**src/rtl/seg_display_scheduler_pkg.sv**
```systemverilog
// seg_disp_pkg: shared constants, state encoding and digit helpers for the
// 7-segment display scheduler.
//   ST_IDLE/ST_ON/ST_GAP : FSM state encodings
//   NUM_DIGITS, DIGIT_W  : display geometry
//   ANODE_OFF            : active-low "all digits dark" pattern
package seg_disp_pkg;

    localparam logic [1:0] ST_IDLE = 2'd0;
    localparam logic [1:0] ST_ON   = 2'd1;
    localparam logic [1:0] ST_GAP  = 2'd2;

    localparam int         NUM_DIGITS = 4;
    localparam int         DIGIT_W    = 4;
    localparam logic [3:0] ANODE_OFF  = 4'b1111;

    typedef enum logic [1:0] {
        S_IDLE = ST_IDLE,
        S_ON   = ST_ON,
        S_GAP  = ST_GAP
    } state_t;

    // Hex nibble shown in digit slot idx.
    function automatic logic [DIGIT_W-1:0] digit_of(input logic [15:0] v,
                                                    input logic [1:0]  idx);
        return v[DIGIT_W*idx +: DIGIT_W];
    endfunction

    // Active-low one-hot anode for digit idx.
    function automatic logic [3:0] anode_of(input logic [1:0] idx);
        return ~(4'b0001 << idx);
    endfunction

    // True when every digit from idx upward is zero.
    function automatic logic upper_zero(input logic [15:0] v,
                                        input logic [1:0]  idx);
        return (v >> (DIGIT_W*idx)) == 16'd0;
    endfunction

endpackage

```
**src/rtl/seg_display_scheduler_phase_counter.sv**
```systemverilog
// seg_phase_counter: slot duration counter for the display scheduler.
// Counts 0..term, returns to 0 after term, holds 0 while clr is set.
//   clkin  : clock
//   reset  : synchronous active-high reset
//   clr    : synchronous clear (dominates en)
//   en     : advance the count
//   term   : terminal count for the current slot (duration-1)
//   count  : current count
//   done   : count has reached term; the slot ends on this edge
module seg_phase_counter #(
    parameter int CNT_W = 17
) (
    input  logic             clkin,
    input  logic             reset,
    input  logic             clr,
    input  logic             en,
    input  logic [CNT_W-1:0] term,
    output logic [CNT_W-1:0] count,
    output logic             done
);

    assign done = (count == term);

    always_ff @(posedge clkin) begin
        if (reset || clr)
            count <= '0;
        else if (en)
            count <= done ? '0 : count + 1'b1;
    end

endmodule

```
**src/rtl/seg_display_scheduler.sv**
```systemverilog
// seg_display_scheduler: time-multiplexes a 16-bit value onto a 4-digit
// common-anode 7-segment display. New values arrive over valid/ready into a
// pend register and are copied to the displayed shadow only at a frame
// boundary (or while idle), so a frame never mixes two values.
//   clkin, reset          : clock, synchronous active-high reset
//   enable                : 1 = scan, 0 = blank and idle
//   load_valid/load_data  : offered value (digit0 = [3:0])
//   load_ready            : pend register is empty
//   anode                 : active-low one-hot digit enable
//   nibble                : hex value for the segment decoder, 0 when dark
//   digit_sel             : current/last digit slot
//   frame_tick            : one-cycle pulse after each frame boundary
// Optional build macro LEAD_ZERO_BLANK_EN: blank leading zero digits
// (digit 0 always shows).
module seg_display_scheduler
    import seg_disp_pkg::*;
#(
    parameter int ON_CYCLES  = 100000,
    parameter int GAP_CYCLES = 1000,
    parameter int CNT_W      = 17
) (
    input  logic        clkin,
    input  logic        reset,
    input  logic        enable,
    input  logic        load_valid,
    input  logic [15:0] load_data,
    output logic        load_ready,
    output logic [3:0]  anode,
    output logic [3:0]  nibble,
    output logic [1:0]  digit_sel,
    output logic        frame_tick
);

    localparam logic [CNT_W-1:0] ON_T  = CNT_W'(ON_CYCLES - 1);
    localparam logic [CNT_W-1:0] GAP_T = CNT_W'(GAP_CYCLES - 1);
    localparam logic [1:0]       LAST  = 2'(NUM_DIGITS - 1);

    state_t      state, st_nx;
    logic [1:0]  dsel_nx;
    logic [15:0] pend, shadow, shadow_nx;
    logic        pend_full;
    logic        boundary, xfer, accept, blank, lit;
    logic [CNT_W-1:0] count, term;
    logic        done;

    assign load_ready = ~pend_full;
    assign accept     = load_valid & load_ready;
    assign term       = (state == S_GAP) ? GAP_T : ON_T;

    seg_phase_counter #(.CNT_W(CNT_W)) u_cnt (
        .clkin (clkin),
        .reset (reset),
        .clr   (st_nx == S_IDLE),
        .en    (state != S_IDLE),
        .term  (term),
        .count (count),
        .done  (done)
    );

    always_comb begin
        st_nx    = state;
        dsel_nx  = digit_sel;
        boundary = 1'b0;
        case (state)
            S_IDLE: begin
                dsel_nx = 2'd0;
                if (enable) st_nx = S_ON;
            end
            S_ON: begin
                if (!enable) begin
                    st_nx   = S_IDLE;
                    dsel_nx = 2'd0;
                end else if (done) begin
                    if (GAP_CYCLES == 0) begin
                        dsel_nx  = digit_sel + 2'd1;
                        boundary = (digit_sel == LAST);
                    end else begin
                        st_nx = S_GAP;
                    end
                end
            end
            S_GAP: begin
                if (!enable) begin
                    st_nx   = S_IDLE;
                    dsel_nx = 2'd0;
                end else if (done) begin
                    st_nx    = S_ON;
                    dsel_nx  = digit_sel + 2'd1;
                    boundary = (digit_sel == LAST);
                end
            end
            default: begin
                st_nx   = S_IDLE;
                dsel_nx = 2'd0;
            end
        endcase

        xfer      = pend_full && (boundary || state == S_IDLE);
        // Outputs are built from the next shadow so a transfer is visible
        // in the very first ON cycle of digit 0.
        shadow_nx = xfer ? pend : shadow;
`ifdef LEAD_ZERO_BLANK_EN
        blank = (dsel_nx != 2'd0) && upper_zero(shadow_nx, dsel_nx);
`else
        blank = 1'b0;
`endif
        lit = (st_nx == S_ON) && !blank;
    end

    always_ff @(posedge clkin) begin
        if (reset) begin
            state      <= S_IDLE;
            anode      <= ANODE_OFF;
            nibble     <= 4'd0;
            digit_sel  <= 2'd0;
            frame_tick <= 1'b0;
            shadow     <= 16'd0;
            pend       <= 16'd0;
            pend_full  <= 1'b0;
        end else begin
            state      <= st_nx;
            digit_sel  <= dsel_nx;
            frame_tick <= boundary;
            shadow     <= shadow_nx;
            anode      <= lit ? anode_of(dsel_nx) : ANODE_OFF;
            nibble     <= lit ? digit_of(shadow_nx, dsel_nx) : 4'd0;
            // accept and xfer are mutually exclusive (ready low while full)
            if (accept) begin
                pend      <= load_data;
                pend_full <= 1'b1;
            end else if (xfer) begin
                pend_full <= 1'b0;
            end
        end
    end

endmodule
```
**config.mk**
```make
export PLATFORM = sky130hd
export DESIGN_NAME = seg_display_scheduler
export DESIGN_NICKNAME = d
export VERILOG_FILES = /design/src/rtl/seg_display_scheduler_pkg.sv /design/src/rtl/seg_display_scheduler_phase_counter.sv /design/src/rtl/seg_display_scheduler.sv
export SDC_FILE = /design/constraint.sdc
export NUM_CORES = 1
export LEC_CHECK = 0
export ABC_AREA = 1
export CELL_PAD_IN_SITES_DETAIL_PLACEMENT = 0
export CELL_PAD_IN_SITES_GLOBAL_PLACEMENT = 2
export CORE_ASPECT_RATIO = 0.5
export CORE_MARGIN = 2
export CORE_UTILIZATION = 32
export DETAILED_ROUTE_END_ITERATION = 10
export PLACE_DENSITY_LB_ADDON = 0.1
export SYNTH_ARGS = -nofsm -noshare
export SYNTH_HDL_FRONTEND = slang
export SYNTH_SLANG_ARGS = --single-unit
export TNS_END_PERCENT = 1
```
**constraint.sdc**
```tcl
create_clock -name clkin -period 2.5 [get_ports clkin]
set_input_delay 0.375 -clock clkin [delete_from_list [all_inputs] [get_ports clkin]]
set_output_delay 0.375 -clock clkin [all_outputs]
set_load 0.02 [all_outputs]
```
Word level (Yosys, flattened, before mapping)
Index checks and enable logic that the tools add are counted.
{"block": "totals", "elab_cells": 48, "in_bits": 20, "output_inout_bits": 12, "regBits": 63}
{"block": "classes", "n_eq_ne": 5, "n_bitwise": 4, "reduce_logical": 8, "mux": 18, "shifts": 2, "addsub": 2}
{"cell": "17-bit 2-to-1 mux", "count": 2}
{"cell": "17-bit by 1-bit adder with 17-bit output (second input constant)", "count": 1}
{"cell": "17-bit equality test", "count": 1}
{"cell": "16-bit 2-to-1 mux", "count": 1}
{"cell": "2-bit 2-to-1 mux", "count": 8}
{"cell": "16-bit by 5-bit indexed part select with 4-bit output", "count": 1}
{"cell": "2-bit case mux with 3 select lines", "count": 1}
{"cell": "1-bit 2-to-1 mux", "count": 5}
{"cell": "2-bit by 1-bit equality test with 1-bit output (second input constant)", "count": 2}
{"cell": "2-bit equality test (second input constant)", "count": 2}
{"cell": "2-bit zero test", "count": 2}
{"cell": "4-bit NOT", "count": 1}
{"cell": "2-bit case mux with 2 select lines", "count": 1}
{"cell": "2-bit nonzero test", "count": 2}
{"cell": "1-bit by 2-bit left shift with 4-bit output (first input constant)", "count": 1}
{"cell": "2-bit by 1-bit adder with 2-bit output (second input constant)", "count": 1}
{"cell": "1-bit logical OR", "count": 2}
{"cell": "1-bit NOT", "count": 2}
{"cell": "2-bit OR reduction", "count": 1}
{"cell": "1-bit AND", "count": 1}
{"cell": "1-bit logical AND", "count": 1}

Longest topological paths before layout
Gate-level depths: netlist (run 1).
{"block": "depth", "ltp_word": 10, "mapped_depth": 18, "depth_no_buf": 17}

Hierarchy
A second synthesis (run 1) with hierarchy kept.
{"block": "unflattened", "cells_unflattened": 433, "hier_area_um2": 2992.9}
{"module": "seg_display_scheduler", "n_inst": 1, "cells_each": 265, "area_each_um2": 1910.6, "seq_area_each_um2": 920.9}
{"module": "seg_phase_counter", "n_inst": 1, "cells_each": 168, "area_each_um2": 1082.3, "seq_area_each_um2": 340.3}

Least setup slack after synthesis (run 1)
OpenSTA, ideal clock, no wires.
{"block": "synth_path", "path_type": "register -> register", "start": "reg state[0]", "end": "reg u_cnt.count[16]", "setup_ns": 0.121, "n_path_buf": 2, "synth_period_minus_slack_ns": 2.041, "slack_ns": 0.459, "t_required_ns": 2.379, "path_stages_with_launch": 15, "arrival_time_ns": 1.920, "path_cell_list": "dfxtp_1 > inv_1 > ha_1 > buf_6 > nor2_1 > nand2_2 > a21oi_4 > nand2_2 > a21oi_1 > o21ai_2 > nand2_2 > nand2_4 > nand2_4 > buf_8 > nor2_4"}
{"block": "synth_via", "elab_chain_len": 8, "word_cells_on_any_way": 15, "cone_classes": "3 x eq/ne; 8 x mux; 4 x reduce/logical"}
{"element": "from (decl)", "line": "seg_display_scheduler.sv:38", "text": "state_t state, st_nx;"}
{"element": "from (signal assigned)", "line": "seg_display_scheduler.sv:121", "text": "state <= st_nx;"}
{"element": "2-bit equality test", "line": "seg_display_scheduler.sv:48, seg_display_scheduler.sv:64"}
{"element": "17-bit 2-to-1 mux", "line": "seg_display_scheduler.sv:48", "text": "assign term = (state == S_GAP) ? GAP_T : ON_T;"}
{"element": "17-bit equality test", "line": "seg_display_scheduler_phase_counter.sv:22", "text": "assign done = (count == term);"}
{"element": "2-bit 2-to-1 mux, on equally long branches", "line": "seg_display_scheduler.sv:86, seg_display_scheduler.sv:73"}
{"element": "2-bit 2-to-1 mux, on equally long branches", "line": "seg_display_scheduler.sv:83, seg_display_scheduler.sv:70"}
{"element": "2-bit case mux with 3 select lines", "line": "seg_display_scheduler.sv:64", "text": "case (state)"}
{"element": "2-bit zero test", "line": "seg_display_scheduler.sv:53", "text": ".clr (st_nx == S_IDLE),"}
{"element": "1-bit logical OR", "line": "seg_display_scheduler_phase_counter.sv:25", "text": "if (reset || clr)"}
{"element": "to (signal assigned)", "line": "seg_display_scheduler_phase_counter.sv:28", "text": "count <= done ? '0 : count + 1'b1;"}
{"element": "to (decl)", "line": "seg_display_scheduler_phase_counter.sv:18", "text": "output logic [CNT_W-1:0] count,"}
Several ways; a longest one is shown, not always the timed one.
A chain may end at the register's enable or synchronous reset.

Final worst setup path (run 1)
{"block": "layout_path", "start": "reg state[0]", "end": "reg u_cnt.count[5]"}
The elaborated chain is that of the path after synthesis.

==> flow_summary.ini, run 1 <==
[status]
status = finished, final reports clean

[timing]
finalHoldViolations = 0
maxSlewHeadroom = 0.689
tns_ns = 0
setup_viol = 0
period_needed_ns = 2.27
setup_ws_ns = 0.226
maxClockFrequency_mhz = 440
rsz0062_at_grt = false
period_share = 0.909
finClkSkew_ns = 0.00615
timing_worst_slew_pin_value_ns = 0.465
drv_slew = 0

[synth]
synth-edff-count = 0
yosys-top-cells-count = nand2_1 (116), dfxtp_1 (63), nand3_1 (43)
async_flop_share = 0
synth_nets = 442
synth.distinct_cells = 37
synth_area_sq_um = 3050
ys_warn_count = 0
yosysSeqAreaShare = 0.413
synth_top_cell_by_area = dfxtp_1
yosysTopAreaCellShare = 0.413
syn_inst = 416
avgSynthCellArea_sq_um = 7.34
synth_most_common_cell = nand2_1
ys_ff_latch = 63
synthTopCellsByArea = dfxtp_1 (41%), nand2_1 (14%), nand3_1 (7.1%)
ys.flop_type = dfxtp_1

[cts]
clk_path_buf_depth = 2
cts_sinks = 63
htreeDepth = 3
cts_tree = yes
cts-root-buf = clkbuf_16
clkLatencyLatePin_ns = 0.33
numCtsBuffers = 9
hold_buffers = 0
cts.clk_slew.worst_paths_ns = 0.05

[setup_path]
critPathLaunch = state[0]
reg2reg_from = state[0]
crit_cells = 14
r2r_setup_slack_ns = 0.23
critPathArrivalTime_ns = 2.48
cp-end-kind = flop
required_ns = 2.70
crit_type = flop to flop
path_common_cell = nand2_2
cp_num_buf_inv = 2
cp_max_fo = 13
crit_path_end = u_cnt.count[5]
cp_top_family = simple AND/OR/NAND/NOR gates
slowest_stage = dfxtp_1
r2r-end = u_cnt.count[5]
path_cells = inv_1 -> ha_2 -> nand2_2 -> inv_1 -> nor2_1 -> nand2_1 -> nor2_4 -> nand2_2 -> a21oi_1 -> o21ai_2 -> nand2_2 -> nand2_4 -> nand2_4 -> nor2_1
slowest_delay_ns = 0.38
r2r_cells = 14
worst_setup_path_start_kind = flop

[detailed_routing]
first_pass_iters = 4
route.detailed.drc = 0
vias = 2613
vias_per_cell = 4.54
drt_iter0_drc = 64
ant_nets = 0
wirelength_mm = 7.08
wl_per_cell_um = 12.3

[global_routing]
grt_antenna_before_repair = 0
overflow = 0
grt_usage = 0.153
grt_pass1_vias = 2654
grt_max_degree = 37
grt_first_pass_wirelength_mm = 12.2

[die]
die_h_um = 73.1
start_util = 0.326
die_area_sq_um = 10400
die_w_um = 142
rows = 25
core_sq_um = 9350
ios = 32

[flow_run]
cap_viol_max_count = 0

[layout]
drive_above_1_share = 0.132
final_nets = 475
diodes = 0
area_growth_pct = 25.1

[placed_design]
pre_cts_slack_ns = 0.101
port_buffers = 31
hpwl_mm = 5.31
gp_congestion = 0.801

[pwr]
p_per_area_nw_per_um2 = 682
ir_drop_v = 0.000286
finalPower_w = 0.00260
p_leak_nw = 1.56

[worst_hold_path]
holdCritPathClass = flop to flop
## where the power goes
group          switching [W]  total [W]  internal (W)  leakage (nW)
Combinational       0.000129   0.000211     0.0000817         0.894
Clock               0.000444    0.00134      0.000899         0.156
Sequential         0.0000154    0.00105       0.00103         0.511
Total               0.000589    0.00260       0.00201          1.56
## registers in the layout, summed over array words and instances (netlist names)
name,count
u_cnt.count,17
pend_full,1
nibble,4
pend,16
state,2
digit_sel,2
anode,4
frame_tick,1
shadow,16
## cells in the final DEF, fill, tap and decap left out, types with 3 or more instances in the layout
cell,synthesis,final
xor2_1,9,9
inv_2,4,4
dfxtp_1,63,63
clkbuf_16,0,9
nor2_1,37,36
nor3_1,3,3
clkdlybuf4s50_1,0,31
nand4_1,6,6
a21oi_1,37,37
inv_1,33,33
nand2_1,116,115
ha_1,6,5
nand2_2,8,8
nand2_4,3,4
buf_4,2,7
nand3_1,43,42
nor2_4,11,12
## repair_timing
item                       in CTS  in global routing
gates resized for setup         0                  7
setup buffers                   0                  0
setup endpoints to repair       0                 18
## logic make-up after synthesis
| group | count (synthesis) | synth area share |
|---|---|---|
| AOI/OAI and AO/OA | 46 | 0.0845 |
| xor gates and xnor gates | 11 | 0.0316 |
| adders and majority gates | 6 | 0.0246 |
| buffers and inverters | 55 | 0.0824 |
| DFF | 63 | 0.413 |
| muxes | 1 | 0.00328 |
| and+or+nand+nor | 234 | 0.360 |
## stage by stage
stage,utilization,std cells,hold slack [ns],area [sq um]
floorplan,-,416,0.441,3050
global route,0.408,575,0.481,3820
global placement,0.370,559,0.454,3460
finish,0.408,575,0.463,3820
detailed placement,0.370,559,0.458,3460
CTS,0.405,575,0.466,3790
## final cells by class
cell class,count,area [sq um]
Fill cell,985,5540
Multi-Input combinational cell,298,1570
Sequential cell,63,1260
Timing Repair Buffer,38,363
Clock buffer,11,243
Tap cell,121,151
Inverter,39,148
Clock inverter,5,81.3
## worst min path at each step
stage | startpoint | to | cells past startpoint
2_1_floorplan | pend[12] | pend[12] | 2
3_3_place_gp | pend[3] | pend[3] | 2
3_5_place_dp | pend[9] | pend[9] | 2
4_1_cts | pend[3] | pend[3] | 2
5_1_grt | pend[0] | pend[0] | 2
6_report | pend[3] | pend[3] | 2
## worst reg2reg max path: cells and delay by family, from the launching register on
kind	cells	cell delay, ns
buffers and inverters	2	0.14
DFF	1	0.38
adders and majority gates	1	0.26
and+or+nand+nor	9	1.11
AOI/OAI and AO/OA	2	0.27
## metal layers
layer | wire length [um] | part of all wire | global-route usage
met4 | 143 | 0.020 | 0.0700
met5 | 0 | 0 | 0
met1 | 3380 | 0.48 | 0.179
met3 | 235 | 0.033 | 0.0479
met2 | 3310 | 0.47 | 0.262
No activity file was read; power rests on OpenSTA's default activity.
==> run 2: changes to the inputs <==
CORE_UTILIZATION = 34   (was 32)
CTS_BUF_LIST = sky130_fd_sc_hd__clkbuf_4 sky130_fd_sc_hd__clkbuf_8   (was unset)
==> run 2 against run 1 <==
Net effect: combinational power hardly changed; critical path depth is 1 lower; sequential power hardly changed; sequential share of layout area is 0.83 points higher; clock-buffer cell count is 2 lower; final area is 2.5% lower; fmax is 3.9% higher; wire length is 2.4% higher; clock skew is 0.0068 ns higher; worst hold slack hardly changed; clock power is 31% lower; total power is 16% lower.
==> flow_summary.ini, run 2 (synthesized netlist as in run 1, its figures left out) <==
[status]
status = finished, final reports clean

[setup_path]
r2r_setup_slack_ns = 0.31
worst_setup_path_start_kind = flop
critPathArrivalTime_ns = 2.44
required_ns = 2.76
reg2reg_from = state[0]
cp_max_fo = 12
cp-end-kind = flop
r2r_cells = 13
critPathLaunch = state[0]
crit_type = flop to flop
r2r-end = nibble[2]

[timing]
maxSlewHeadroom = 0.648
period_share = 0.875
drv_slew = 0
timing_worst_slew_pin_value_ns = 0.523
setup_viol = 0
rsz0062_at_grt = false
finClkSkew_ns = 0.0129
tns_ns = 0
maxClockFrequency_mhz = 457
period_needed_ns = 2.19
finalHoldViolations = 0

[detailed_routing]
wirelength_mm = 7.25
first_pass_iters = 4
vias_per_cell = 4.63
drt_iter0_drc = 92
vias = 2652
route.detailed.drc = 0
ant_nets = 0
wl_per_cell_um = 12.6

[layout]
largest_register_ffs = 17
area_growth_pct = 22.0
final_area_sq_um = 3720
layout_commonest_cell = nand2_1
regMostFlops = u_cnt.count
fillers = 902
final_core_util = 0.427
regArea_sq_um = 1260
reg.largest.list = u_cnt.count x17, pend x16, shadow x16
diodes = 0
multi_input_area_sq_um = 1590
drive_above_1_share = 0.138
mostFrequentLayoutCells = nand2_1 (115), dfxtp_1 (63), nand3_1 (42)
final_nets = 477

[global_routing]
overflow = 0
grt_first_pass_wirelength_mm = 12.3
grt_usage = 0.165
grt_pass1_vias = 2619
grt_max_degree = 37
grt_antenna_before_repair = 0

[worst_hold_path]
hold_path_end = pend[4]
holdCritPathClass = flop to flop
hold_path_startpoint = pend[4]
hold_path_depth = 2

[placed_design]
gp_congestion = 0.808
placed_cell_area_sq_um = 3470
port_buffers = 31
hpwl_mm = 5.30

[cts]
cts_tree = yes
hold_buffers = 0
cts_sinks = 63
numCtsBuffers = 9
htreeDepth = 3
cts.clk_slew.worst_paths_ns = 0.08
clkLatencyLatePin_ns = 0.35
cts-root-buf = clkbuf_8
clk_path_buf_depth = 2

[die]
ios = 32
start_util = 0.350
core_sq_um = 8710
die_h_um = 71.0
die_w_um = 138
die_area_sq_um = 9800
rows = 24

[flow_run]
cap_viol_max_count = 0

[pwr]
p_per_area_nw_per_um2 = 586
p_leak_nw = 1.51
ir_drop_v = 0.000318
[run 2: cell count changes in the layout (fill, tap and decap cells not counted)]
| cell | change |
|---|---|
| inv_6 | +2 |
| nand2_8 | +1 |
| nand3_4 | +1 |
| nand3_2 | -1 |
| clkinv_2 | -1 |
| nand2_4 | -1 |
| buf_4 | +2 |
| bufinv_16 | -1 |
| clkbuf_8 | +8 |
| clkinv_4 | +1 |
| clkbuf_16 | -9 |
| clkbuf_1 | -1 |
| clkinvlp_4 | +1 |
[run 2: final cells by class]
class,count,area share
multi-input cells,298,0.426
flip-flops and latches,63,0.339
repair buffers,40,0.102
inverters,39,0.0397
well taps,117,0.0393
clock buffers,9,0.0333
clock inverters,7,0.0215
[run 2: worst max path at each step]
stage                           end  slack [ns]  cells past startpoint
floorplan           u_cnt.count[16]        0.46                     14
global placement          nibble[0]        0.10                     17
detailed placement        nibble[0]        0.04                     14
CTS                       nibble[0]        0.03                     14
global route              nibble[1]        0.03                     16
finish                    nibble[2]        0.31                     13
[run 2: per-layer routing]
layer / routed length, um / share of wire / global-route usage
met1: 3500 / 0.48 / 0.201
met2: 3250 / 0.45 / 0.263
met3: 321 / 0.044 / 0.0588
met4: 165 / 0.023 / 0.0726
met5: 0 / 0 / 0
[run 2: critical path, stage by stage, from the launching register on]
cell and delay [ns]:
dfxtp_1 0.34, inv_1 0.11, ha_2 0.29, nand4_1 0.19, a21oi_4 0.22, nand2_2 0.13, nand2_1 0.08, nand3_1 0.14
nand2_1 0.14, nand2_4 0.12, nand3_1 0.13, nand2_1 0.06, nor2_1 0.10, nor2_1 0.04
[run 2: repair_timing]
action	CTS	global route
setup endpoints to repair	0	20
buffers inserted	0	0
resized for setup	0	9
[run 2: report_power, final]
group / total [W] / internal (W) / leakage [nW] / switching, W
Combinational: 0.000213 / 0.0000825 / 0.907 / 0.000130
Clock: 0.000918 / 0.000470 / 0.0964 / 0.000448
Sequential: 0.00105 / 0.00103 / 0.511 / 0.0000174
Total: 0.00218 / 0.00158 / 1.51 / 0.000596
[run 2: metrics by stage]
stage | hold slack, ns | worst slack (ns) | power (W) | std cells
2_1_floorplan | 0.441 | 0.459 | 0.00121 | 416
3_3_place_gp | 0.454 | 0.101 | 0.00128 | 557
3_5_place_dp | 0.458 | 0.0421 | 0.00128 | 557
4_1_cts | 0.469 | 0.0278 | 0.00221 | 573
5_1_grt | 0.488 | 0.0287 | 0.00229 | 573
6_report | 0.463 | 0.311 | 0.00218 | 573
==> run 3: changes to the inputs <==
CORE_UTILIZATION = 36   (was 34)
clock period = 2.8 ns   (was 2.5 ns; I/O delays follow)
==> run 3 against run 2 <==
Net effect: via count fell by 0.45%; clock-buffer cell count rose by 2; sequential power fell by 11%; final area fell by 1.8%; critical endpoint is now nibble[3]; combinational power fell by 13%; critical path type unchanged; die area fell by 5.3%; clock power fell by 12%; setup slack got worse by 0.0079 ns; global-route usage rose by 0.71 points; largest cell class unchanged; critical path depth rose by 1; total power fell by 11%; final cell count fell by 1.4%.
==> flow_summary.ini, run 3 (synthesized netlist as in run 1, its figures left out) <==
[global_routing]
grt_pass1_vias = 2678
use_met1 = 0.222
overflow = 0
grt_use_met3 = 0.0530
met2_usage = 0.275
grt_antenna_before_repair = 0
grt_first_pass_wirelength_mm = 12.7
top_usage_layer = met2
grt_usage = 0.172
grt_max_degree = 37

[die]
ios = 32
start_util = 0.376
die_h_um = 69.1
rows = 23
die_w_um = 134
core_sq_um = 8120
die_area_sq_um = 9270

[layout]
fillers = 877
drive_above_1_share = 0.130
final_nets = 474
largest_register_ffs = 17
area_growth_pct = 19.8
diodes = 0
multi_input_area_sq_um = 1550
mostFrequentLayoutCells = nand2_1 (116), dfxtp_1 (63), nand3_1 (42)
reg.largest.list = u_cnt.count x17, pend x16, shadow x16
regMostFlops = u_cnt.count
layout_commonest_cell = nand2_1
regArea_sq_um = 1260

[placed_design]
gp_congestion = 0.764
port_buffers = 31
hpwl_mm = 5.14

[detailed_routing]
wirelength_mm = 7.03
vias = 2640
route.detailed.drc = 0
vias_per_cell = 4.67
wl_per_cell_um = 12.4
first_pass_iters = 5
drt_iter0_drc = 137
ant_nets = 0

[cts]
htreeDepth = 3
cts_sinks = 63
postCtsSetupRepairBufs = 0
numCtsBuffers = 9
cts-root-buf = clkbuf_8
cts_tree = yes
clkLatencyLatePin_ns = 0.35
clk_path_buf_depth = 2
cts.clk_slew.worst_paths_ns = 0.07

[pwr]
power_frac_seq = 0.484
p_leak_nw = 1.49
clockPowerShare = 0.420
combPwrFrac = 0.096
ir_drop_v = 0.000229
intPower_w = 0.00144
p_per_area_nw_per_um2 = 528
p_sw_w = 0.000492
swShare = 0.255

[setup_path]
cp_max_fo = 12
critPathArrivalTime_ns = 2.78
crit_type = flop to flop
cp-end-kind = flop
required_ns = 3.08
worst_setup_path_start_kind = flop

[timing]
rsz0062_at_grt = false
setup_viol = 0
whs_ns = 0.465
timing_worst_slew_pin_value_ns = 0.468
tns_ns = 0
finalHoldViolations = 0
maxSlewHeadroom = 0.687
period_share = 0.892
finClkSkew_ns = 0.00937
drv_slew = 0
period_needed_ns = 2.50
maxClockFrequency_mhz = 401

[worst_hold_path]
holdCritPathClass = flop to flop

[flow_run]
cap_viol_max_count = 0

[status]
status = finished, final reports clean
run 3: layout make-up:
cell class              count  area share
multi-input cells         298       0.424
repair buffers             37      0.0972
clock inverters             5      0.0154
well taps                 112      0.0383
inverters                  39      0.0404
clock buffers              11      0.0397
flip-flops and latches     63       0.345
run 3: critical path, stage by stage, from the launching register on:
cell and delay, ns:
dfxtp_1 0.34, inv_1 0.11, ha_2 0.30, nand4_1 0.21
a21oi_4 0.25, nand2_2 0.14, nand2_1 0.08, nand3_1 0.10
nand2_1 0.08, nand2_1 0.28, nor2_2 0.28, nand2_1 0.08
nand2_1 0.07, nor2_1 0.04, nor2_1 0.07
run 3: path summary, 6_finish.rpt:
| kind | slack (ns) | cells past startpoint | startpoint | to |
|---|---|---|---|---|
| worst max-delay path | 0.30 | 14 | state[0] | nibble[3] |
| worst min-delay path | 0.47 | 2 | pend[13] | pend[13] |
| worst max register to register | 0.30 | 14 | state[0] | nibble[3] |
| worst min register to register | 0.47 | 2 | pend[13] | pend[13] |
run 3: timing repair:
action                                  CTS  global route
gates resized for setup                   0             3
hold buffers                              0             0
endpoints found under the setup margin    0             6
run 3: metal layers:
| layer | wire length (um) | up-vias |
|---|---|---|
| li1 | - | 1387 |
| met1 | 3460 | 1215 |
| met2 | 3270 | 33 |
| met3 | 251 | 5 |
| met4 | 45 | 0 |
| met5 | 0 | - |
run 3: power groups by stage:
stage | sequential (W) | clock [W] | combinational [W]
final | 0.000935 | 0.000810 | 0.000185
after global routing | 0.000937 | 0.000882 | 0.000208
after CTS | 0.000935 | 0.000843 | 0.000187
after detailed placement | 0.000955 | 0 | 0.000186
after global placement | 0.000955 | 0 | 0.000185
after floorplan | 0.000953 | 0 | 0.000123
run 3: through the flow:
step                cell area [sq um]  total power, W  worst slack, ns   util  std cells
floorplan                        3050         0.00108            0.759      -        416
global placement                 3440         0.00114           0.0849  0.424        549
detailed placement               3440         0.00114            0.114  0.424        549
CTS                              3640         0.00197           0.0936  0.449        565
global route                     3650         0.00203           0.0335  0.450        565
finish                           3650         0.00193            0.303  0.450        565
